$ cat config.mk
export PLATFORM = sky130hd
export DESIGN_NAME = bpu_update_scheduler
export DESIGN_NICKNAME = d
export VERILOG_FILES = /design/src/rtl/bpu_update_scheduler_pkg.sv /design/src/rtl/bpu_update_scheduler_upd_fifo.sv /design/src/rtl/bpu_update_scheduler.sv
export SDC_FILE = /design/constraint.sdc
export NUM_CORES = 1
export LEC_CHECK = 0
export BUFFER_PORTS_ARGS = -buffer_cell sky130_fd_sc_hd__buf_2
export CORE_MARGIN = 2
export CORE_UTILIZATION = 36
export DETAILED_ROUTE_END_ITERATION = 6
export PLACE_DENSITY_LB_ADDON = 0.05
export RECOVER_POWER = 100
export SYNTH_ARGS = -nofsm -noshare
export SYNTH_HDL_FRONTEND = slang
export SYNTH_SLANG_ARGS = --single-unit
$ cat constraint.sdc
create_clock -name clk -period 4.1 [get_ports clk]
set_clock_uncertainty 0.1 [all_clocks]
set_input_delay 0 -clock clk [delete_from_list [all_inputs] [get_ports clk]]
set_output_delay 0 -clock clk [all_outputs]
set_load 0.005 [all_outputs]
$ cat src/rtl/bpu_update_scheduler_pkg.sv
// Shared frontend definitions for the BPU update scheduler: FSM states,
// the default starvation limit and the branch-update payload layout.
package bpu_update_scheduler_pkg;

    typedef enum logic [1:0] {
        UPD_IDLE  = 2'd0,
        UPD_SHARE = 2'd1,
        UPD_FORCE = 2'd2
    } upd_state_e;

    localparam int unsigned STARVE_LIMIT_DEF = 8;

    typedef struct packed {
        logic [38:0] target;
        logic [18:0] tag;
        logic [2:0]  br_type;
        logic        taken;
        logic [1:0]  ctr;
    } BranchUpdateInfo;

    localparam int unsigned UPD_W_DEF = $bits(BranchUpdateInfo);

endpackage

$ cat src/rtl/bpu_update_scheduler_upd_fifo.sv
// Update queue storage: circular buffer with registered occupancy count.
module upd_fifo #(
    parameter int unsigned DEPTH = 4,
    parameter int unsigned W     = 8
) (
    input  logic                         clk,
    input  logic                         rst,
    input  logic                         push_i,
    input  logic                         pop_i,
    input  logic [W-1:0]                 din_i,
    output logic [W-1:0]                 dout_o,
    output logic                         full_o,
    output logic                         empty_o,
    output logic [$clog2(DEPTH+1)-1:0]   count_o
);
    localparam int unsigned PTR_W = $clog2(DEPTH);
    localparam int unsigned CNT_W = $clog2(DEPTH+1);

    logic [W-1:0]     mem_q [DEPTH];
    logic [PTR_W-1:0] wr_ptr_q, wr_ptr_d;
    logic [PTR_W-1:0] rd_ptr_q, rd_ptr_d;
    logic [CNT_W-1:0] cnt_q, cnt_d;
    logic             push_ok, pop_ok;

    assign full_o  = (cnt_q == CNT_W'(DEPTH));
    assign empty_o = (cnt_q == '0);
    assign count_o = cnt_q;
    assign dout_o  = mem_q[rd_ptr_q];

    assign push_ok = push_i && !full_o;
    assign pop_ok  = pop_i && !empty_o;

    // DEPTH is a power of two, so pointer overflow is the modulo wrap.
    always_comb begin
        wr_ptr_d = push_ok ? wr_ptr_q + 1'b1 : wr_ptr_q;
        rd_ptr_d = pop_ok ? rd_ptr_q + 1'b1 : rd_ptr_q;
        cnt_d    = cnt_q;
        unique case ({push_ok, pop_ok})
            2'b10:   cnt_d = cnt_q + 1'b1;
            2'b01:   cnt_d = cnt_q - 1'b1;
            default: cnt_d = cnt_q;
        endcase
    end

    always_ff @(posedge clk) begin
        if (rst) begin
            wr_ptr_q <= '0;
            rd_ptr_q <= '0;
            cnt_q    <= '0;
        end else begin
            wr_ptr_q <= wr_ptr_d;
            rd_ptr_q <= rd_ptr_d;
            cnt_q    <= cnt_d;
        end
    end

    always_ff @(posedge clk) begin
        if (push_ok) begin
            mem_q[wr_ptr_q] <= din_i;
        end
    end

endmodule

$ cat src/rtl/bpu_update_scheduler.sv
// Arbitrates the single-ported BPU array between prediction reads and queued
// training updates; reads win until the head starves or the queue fills.
module bpu_update_scheduler
    import bpu_update_scheduler_pkg::*;
#(
    parameter int unsigned DEPTH        = 4,
    parameter int unsigned STARVE_LIMIT = STARVE_LIMIT_DEF,
    parameter int unsigned IDX_W        = 9,
    parameter int unsigned UPD_W        = UPD_W_DEF
) (
    input  logic             clk,
    input  logic             rst,
    input  logic             upd_valid,
    output logic             upd_ready,
    input  logic [IDX_W-1:0] upd_idx,
    input  logic [UPD_W-1:0] upd_data,
    input  logic             pred_req,
    input  logic [IDX_W-1:0] pred_idx,
    output logic             pred_grant,
    output logic             pred_stall,
    input  logic             squash,
    output logic             arr_ren,
    output logic [IDX_W-1:0] arr_ridx,
    output logic             arr_wen,
    output logic [IDX_W-1:0] arr_widx,
    output logic [UPD_W-1:0] arr_wdata,
    output logic             q_empty
);
    localparam int unsigned CNT_W = $clog2(DEPTH+1);
    localparam int unsigned STV_W = (STARVE_LIMIT < 1) ? 1 : $clog2(STARVE_LIMIT+1);
    localparam int unsigned ENT_W = IDX_W + UPD_W;

    logic             fifo_full, fifo_empty;
    logic [CNT_W-1:0] fifo_cnt, cnt_d;
    logic [ENT_W-1:0] fifo_head;
    logic             enq, wen;

    upd_state_e       state_q, state_d;
    logic [STV_W-1:0] starve_q, starve_d;
    logic             stall_q;

    function automatic logic [STV_W-1:0] starve_sat_inc(input logic [STV_W-1:0] v);
        return (v == STV_W'(STARVE_LIMIT)) ? v : v + 1'b1;
    endfunction

    upd_fifo #(
        .DEPTH (DEPTH),
        .W     (ENT_W)
    ) u_fifo (
        .clk     (clk),
        .rst     (rst),
        .push_i  (enq),
        .pop_i   (wen),
        .din_i   ({upd_idx, upd_data}),
        .dout_o  (fifo_head),
        .full_o  (fifo_full),
        .empty_o (fifo_empty),
        .count_o (fifo_cnt)
    );

    assign upd_ready = !fifo_full;
    assign enq       = upd_valid && upd_ready;

    // Write-slot decision; the reset cycle never writes so a flushed queue
    // cannot leak its head into the array.
    always_comb begin
        wen = 1'b0;
        unique case (state_q)
            UPD_IDLE:  wen = 1'b0;
            UPD_SHARE: wen = !pred_req || squash;
            UPD_FORCE: wen = 1'b1;
            default:   wen = 1'b0;
        endcase
        wen = wen && !fifo_empty && !rst;
    end

    always_comb begin
        cnt_d    = fifo_cnt + CNT_W'(enq) - CNT_W'(wen);
        starve_d = '0;
        if (state_q == UPD_SHARE && !wen) begin
            starve_d = starve_sat_inc(starve_q);
        end

        state_d = state_q;
        unique case (state_q)
            UPD_IDLE: begin
                if (enq) state_d = UPD_SHARE;
            end
            UPD_SHARE: begin
                if (cnt_d == '0)
                    state_d = UPD_IDLE;
                else if (starve_d == STV_W'(STARVE_LIMIT) || cnt_d == CNT_W'(DEPTH))
                    state_d = UPD_FORCE;
            end
            UPD_FORCE: begin
                if (cnt_d == '0)
                    state_d = UPD_IDLE;
                else if (cnt_d <= CNT_W'(DEPTH / 2))
                    state_d = UPD_SHARE;
            end
            default: state_d = UPD_IDLE;
        endcase
    end

    always_ff @(posedge clk) begin
        if (rst) begin
            state_q  <= UPD_IDLE;
            starve_q <= '0;
            stall_q  <= 1'b0;
        end else begin
            state_q  <= state_d;
            starve_q <= starve_d;
            stall_q  <= (state_d == UPD_FORCE);
        end
    end

    assign arr_wen    = wen;
    assign {arr_widx, arr_wdata} = fifo_head;
    assign arr_ren    = pred_req && !wen && !squash;
    assign pred_grant = arr_ren;
    assign arr_ridx   = pred_idx;
    assign pred_stall = stall_q;
    assign q_empty    = fifo_empty;

endmodule

==> reports/qor.yml, run 1 <==
global_route:
  grt_pass1_wl_mm: 36.4
  gr-usage-all-layers: 0.145
  grt_pass1_vias: 6356
  grt_max_degree: 62
  grt-ovfl-total: 0
  grt_antenna_before_repair: 0
drt:
  wl_per_cell_um: 20.0
  highest_layer: "met4"
  vias: 5831
  wl_met1_mm: 9.87
  viasPerCell: 4.90
  route.met3.wl_mm: 1.23
  wl_met2_mm: 12.3
  drtPass1Iterations: 4
  drt-initial-drc-count: 288
  drc: 0
  ant_nets: 0
  wl_mm: 23.8
synth:
  synth_area_um2: 11600
  synth_most_common_cell: "edfxtp_1"
  seq_area_frac_synth: 0.781
  synth-main-ff-cell: "edfxtp_1"
  synth_edf_count: 292
  ys_ff_latch: 308
  synth_common_cells: "edfxtp_1 (292), mux4_2 (73), dfxtp_1 (16)"
  async_flop_share: 0
  synth_fp_nets: 608
  syn_inst: 506
  synth_top_cell_by_area: "edfxtp_1"
  yosysWarnings: 0
  synth_top_area_frac: 0.754
  synth_cell_types: 43
  netlist_top_cells_area: "edfxtp_1 (75%), mux4_2 (14%), dfxtp_1 (2.8%)"
  syn_area_per_cell_um2: 23.0
critical_path:
  r2r_slack_ns: 0.53
  r2r_end: "pred_stall"
  cp.buffers_inverters: 2
  rr_worst_depth: 12
  worstReg2RegStart: "state_q[1]"
  critical_path.startpoint: "state_q[1]"
  critical_path_required_ns: 4.39
  timing.critical_path.max_delay_family: "adder cells"
  crit_path_start_kind: "flip-flop"
  critical-path-max-stage-delay_ns: 0.45
  critPathMaxFanout: 6
  critPathMostFrequentCell: "ha_1"
  critPathKind: "flip-flop to flip-flop"
  crit_path_end_kind: "flip-flop"
  cpMaxStageDelayCell: "nor4b_1"
  path_cells: "inv_1 -> ha_1 -> a21oi_1 -> nor4b_1 -> ha_1 -> inv_1 -> ha_1 -> fa_1 -> or2_2 -> nand2b_1 -> a31o_2 -> a311oi_1"
  arrival_ns: 3.86
die:
  num_io_pins: 175
  die_h_um: 184
  initial_core_util: 0.367
  die_width_um: 184
  floorplan.rows: 65
  core_area_um2: 31700
  die_area_um2: 33800
clock_network:
  htreeDepth: 2
  cts_made_buffers: 35
  cts_tree: "built"
  cts_setup_buffers: 0
  clock_sink_count: 308
  cts.path.max_buffers: 3
  clk_latency_ns: 0.49
  cts_root_buffer: "clkbuf_16"
  cts_repair_resize_count: 0
  cts.clk_slew.worst_paths_ns: 0.05
  hold_buffers: 84
final_layout:
  n_fill_cell: 2781
  seq_area_um2: 9090
  finish.utilization: 0.460
  n_antenna_cell: 0
  nets: 867
  multiInputGateArea_um2: 2320
  drive_gt1_frac: 0.222
  area_growth_pct: 25.4
placed_design:
  place.gp.congestion: 0.737
  place.port_buffers: 156
  hpwl_mm: 13.8
sta:
  hold_viol_final: 0
  rsz0062_at_grt: "false"
  tightest_slew_ns: 2.22
  setup_viol: 0
  max_clock_freq_mhz: 280
  post-route-period-util: 0.871
  slew_headroom: -0.479
  slew_violations: 166
  fin_setup_tns_ns: 0
  fin_crit_ns: 3.57
pwr:
  pwr-share-clk: 0.414
  p_int_mw: 5.58
  switching_power_mw: 1.42
  pwr-share-seq: 0.520
  p_comb_frac: 0.066
  ir_worst_vdd_v: 0.000274
  p_leak_nw: 4.67
  power_density_nw_per_um2: 480
  swShare: 0.203
run:
  cap_violations: 4
min_path:
  hold_end: "u_fifo.rd_ptr_q[1]"
  min-delay-start: "pred_req"
  min_path_cells: 6
  hold_path_class: "primary input to flip-flop"
status:
  violations: "capacitance limit, slew limit"
  status: "finished, violations left"
-- routing by layer --
| layer | track usage | up-vias |
|---|---|---|
| met3 | 0.0343 | 32 |
| met1 | 0.175 | 3034 |
| met4 | 0.0371 | 0 |
| met5 | 0 | - |
| li1 | - | 2620 |
| met2 | 0.261 | 145 |
-- worst min-delay path: stages --
cell and delay (ns):
buf_2 0.08, nand2b_1 0.07, a21oi_1 0.23, nor4b_2 0.15
nand3b_1 0.11, a21oi_1 0.07
-- logic make-up after synthesis --
group	after synthesis	synth area share
compound gates	16	0.0102
buf+inv	41	0.0179
xor+xnor	7	0.00667
simple gates	46	0.0251
mux	73	0.141
flops	308	0.781
fa+ha+maj	15	0.0174
-- registers in the layout, indices dropped and copies added (netlist names), named ones only --
| signal | cells |
|---|---|
| state_q | 2 |
| u_fifo.wr_ptr_q | 2 |
| pred_stall | 1 |
| u_fifo.mem_q | 292 |
| u_fifo.count_o | 3 |
| starve_q | 4 |
| u_fifo.rd_ptr_q | 2 |
-- cell usage in the layout (no fill, tap or decap), types with 2 or more instances in the layout --
cell / synthesis / routed
mux4_2: 73 / 73
and3_2: 4 / 2
ha_1: 13 / 13
nand2_1: 5 / 5
or3b_2: 2 / 2
clkbuf_2: 0 / 4
clkinv_1: 0 / 8
dfxtp_1: 16 / 15
clkbuf_16: 0 / 37
inv_1: 12 / 13
clkinv_2: 0 / 5
buf_4: 10 / 4
nand3_1: 5 / 5
xor2_1: 3 / 3
clkbuf_1: 8 / 131
fa_1: 2 / 2
bufinv_16: 0 / 2
a21oi_1: 5 / 5
buf_2: 7 / 32
edfxtp_1: 292 / 292
nor2_1: 11 / 11
nand3b_1: 2 / 2
o21ai_0: 3 / 3
or2_2: 3 / 3
and3_1: 0 / 2
xnor2_1: 3 / 3
nand2b_1: 4 / 4
dlygate4sd3_1: 0 / 84
-- worst max-delay path by stage --
stage / to / slack (ns) / cells after the start
floorplan: pred_stall / 0.86 / 12
global placement: pred_stall / 0.82 / 12
detailed placement: pred_stall / 0.62 / 12
CTS: pred_stall / 0.61 / 12
global route: u_fifo.mem_q[3][16] / 0.26 / 3
finish: pred_stall / 0.53 / 12
-- final cells by class --
class | count | share of cell area
clock buffers | 43 | 0.0650
clock inverters | 17 | 0.00918
inverters | 13 | 0.00335
multi-input cells | 157 | 0.159
flip-flops and latches | 308 | 0.623
well taps | 402 | 0.0345
repair buffers | 250 | 0.106
-- power groups by stage --
stage                     clock, mW  sequential [mW]  combinational [mW]
after floorplan                   0             3.70               0.221
after global placement            0             3.70               0.423
after detailed placement          0             3.71               0.433
after CTS                      3.00             3.64               0.502
after global routing           3.14             3.65               0.512
final                          2.90             3.64               0.461
-- stage by stage --
step / cell area, µm² / power (mW) / instances / worst slack (ns) / hold slack [ns]
final: 14600 / 7.00 / 1190 / 0.529 / 0.181
after global placement: 12900 / 4.12 / 1046 / 0.820 / -0.0999
after global routing: 14600 / 7.30 / 1190 / 0.263 / 0.206
after CTS: 14800 / 7.14 / 1190 / 0.608 / 0.126
after floorplan: 11600 / 3.92 / 506 / 0.861 / -0.0192
after detailed placement: 12900 / 4.14 / 1046 / 0.623 / -0.0999
(Power assumes the default switching activity.)
==> run 2: changes to the inputs <==
- GPL_TIMING_DRIVEN: not set -> 0
==> run 2 against run 1 <==
Against the previous run: the flow still finishes with violations (capacitance limit, slew limit); combinational power grew 1%; cell count increased by 2.0%; design area grew 0.42%; sequential share of layout area is 0.29 points lower; hold slack worse by 0.11 ns; power shrank 1.4%; via count increased by 0.14%; fmax down 0.67%; global-route usage decreased by 0.68 points; setup slack worse by 0.024 ns; die area unchanged; first-iteration DRC count decreased by 14%; largest cell class unchanged.
==> reports/qor.yml, run 2 (synthesized netlist as in run 1, its figures left out) <==
die:
  die_area_um2: 33800
  initial_core_util: 0.367
  core_area_um2: 31700
  die_width_um: 184
  floorplan.rows: 65
  die_h_um: 184
  num_io_pins: 175
critical_path:
  rr_worst_depth: 12
  cpMaxStageDelayCell: "nor4b_1"
  r2r_end: "pred_stall"
  critical_path.startpoint: "state_q[1]"
  crit_end: "pred_stall"
  critPathKind: "flip-flop to flip-flop"
  crit_cells: 12
  critical-path-max-stage-delay_ns: 0.43
  critical_path_required_ns: 4.38
  critPathMostFrequentCell: "ha_1"
  worstReg2RegStart: "state_q[1]"
  critPathMaxFanout: 6
  timing.critical_path.max_delay_family: "adder cells"
  crit_path_start_kind: "flip-flop"
  arrival_ns: 3.88
  path_cells: "inv_1 -> ha_1 -> a21oi_1 -> nor4b_1 -> ha_1 -> inv_1 -> ha_1 -> fa_1 -> or2_2 -> nand2b_1 -> a31o_2 -> a311oi_1"
  cp.buffers_inverters: 2
  r2r_slack_ns: 0.50
  crit_path_end_kind: "flip-flop"
clock_network:
  cts_root_buffer: "clkbuf_16"
  clock_sink_count: 308
  cts.clk_slew.worst_paths_ns: 0.05
  hold_buffers: 75
  cts_setup_buffers: 0
  cts_tree: "built"
  cts.path.max_buffers: 3
  cts_repair_resize_count: 0
  htreeDepth: 2
  clk_latency_ns: 0.49
  cts_made_buffers: 36
placed_design:
  place_area_um2: 13100
  hpwl_mm: 14.0
  dp_cells: 1077
  place.port_buffers: 165
  place.gp.congestion: 0.734
final_layout:
  n_fill_cell: 2787
  stdcell_area_um2: 14600
  layout_commonest_cell: "edfxtp_1"
  nets: 890
  drive_gt1_frac: 0.233
  stdcell_count: 1214
  largest_reg_flops: 292
  layout_common_cells: "edfxtp_1 (292), clkbuf_1 (145), dlygate4sd3_1 (75)"
  top_register: "u_fifo.mem_q"
  n_antenna_cell: 0
  area_growth_pct: 25.9
  finish.utilization: 0.462
sta:
  fin_setup_tns_ns: 0
  tightest_slew_ns: 2.47
  hold_viol_final: 0
  rsz0062_at_grt: "false"
  slew_violations: 162
  slew_headroom: -0.649
  max_clock_freq_mhz: 278
  fin_crit_ns: 3.60
  post-route-period-util: 0.877
  setup_viol: 0
pwr:
  swShare: 0.206
  pwr-share-seq: 0.528
  power_density_nw_per_um2: 472
  pwr-share-clk: 0.405
  ir_worst_vdd_v: 0.000248
  p_comb_frac: 0.068
  finalPower_mw: 6.91
  p_int_mw: 5.48
  switching_power_mw: 1.43
  p_leak_nw: 4.71
run:
  cap_violations: 4
drt:
  drtPass1Iterations: 4
  drt-initial-drc-count: 249
  vias: 5839
  wl_per_cell_um: 18.9
  wl_mm: 22.9
  viasPerCell: 4.81
  ant_nets: 0
  drc: 0
status:
  violations: "capacitance limit, slew limit"
  status: "finished, violations left"
global_route:
  gr-usage-all-layers: 0.138
  grt_max_degree: 45
  grt_pass1_wl_mm: 35.1
  grt_pass1_vias: 6337
  grt-ovfl-total: 0
  grt_antenna_before_repair: 0
min_path:
  hold_path_class: "primary input to primary output"
[run 2: changes by cell type in the layout (fill, tap and decap cells not counted), sizes merged]
cell,delta
clkbuf,+19
buf,+13
dlygate4sd3,-9
clkinv,+4
bufinv,-2
inv,-1
[run 2: metal layers]
metal,track usage,up-vias,part of all wire
met5,0,-,0
met4,0.0416,0,0.020
met3,0.0315,36,0.052
met2,0.250,145,0.52
met1,0.164,3001,0.41
li1,-,2657,-
[run 2: worst min path at each step]
stage                startpoint          end  slack (ns)  cells past startpoint
detailed placement  pred_idx[7]  arr_ridx[7]        0.07                      2
floorplan           pred_idx[0]  arr_ridx[0]       -0.02                      1
finish              pred_idx[3]  arr_ridx[3]        0.07                      2
global placement    pred_idx[8]  arr_ridx[8]        0.07                      2
CTS                 pred_idx[7]  arr_ridx[7]        0.07                      2
global route        pred_idx[7]  arr_ridx[7]         0.1                      2
[run 2: power by group through the flow]
stage                     Combinational, mW  Clock [mW]  Sequential (mW)
after global placement                0.415           0             3.71
after global routing                  0.516        3.04             3.66
after floorplan                       0.221           0             3.70
after CTS                             0.506        2.90             3.64
final                                 0.467        2.80             3.65
after detailed placement              0.444           0             3.71
[run 2: final cells by class]
class | instances | area [µm²] | area share
clock buffer | 44 | 962 | 0.0657
sequential | 308 | 9090 | 0.620
multi-input combinational | 157 | 2320 | 0.158
timing repair buffer | 244 | 1500 | 0.103
clock inverter | 18 | 82.6 | 0.00564
tap | 402 | 503 | 0.0343
buffer | 28 | 143 | 0.00974
inverter | 13 | 48.8 | 0.00333
[run 2: worst register-to-register path, delay by kind of cell (launching register included)]
kind            cells  cell delay, ns
buf+inv             2            0.21
flops               1            0.33
fa+ha+maj           4            1.17
simple gates        3            0.99
compound gates      3            0.69
[run 2: metrics by stage]
step                      setup slack, ns  hold slack (ns)
after floorplan                     0.861          -0.0192
after global placement              0.691           0.0694
after detailed placement            0.552           0.0687
after CTS                           0.514           0.0687
after global routing                0.193           0.0956
final                               0.504           0.0725
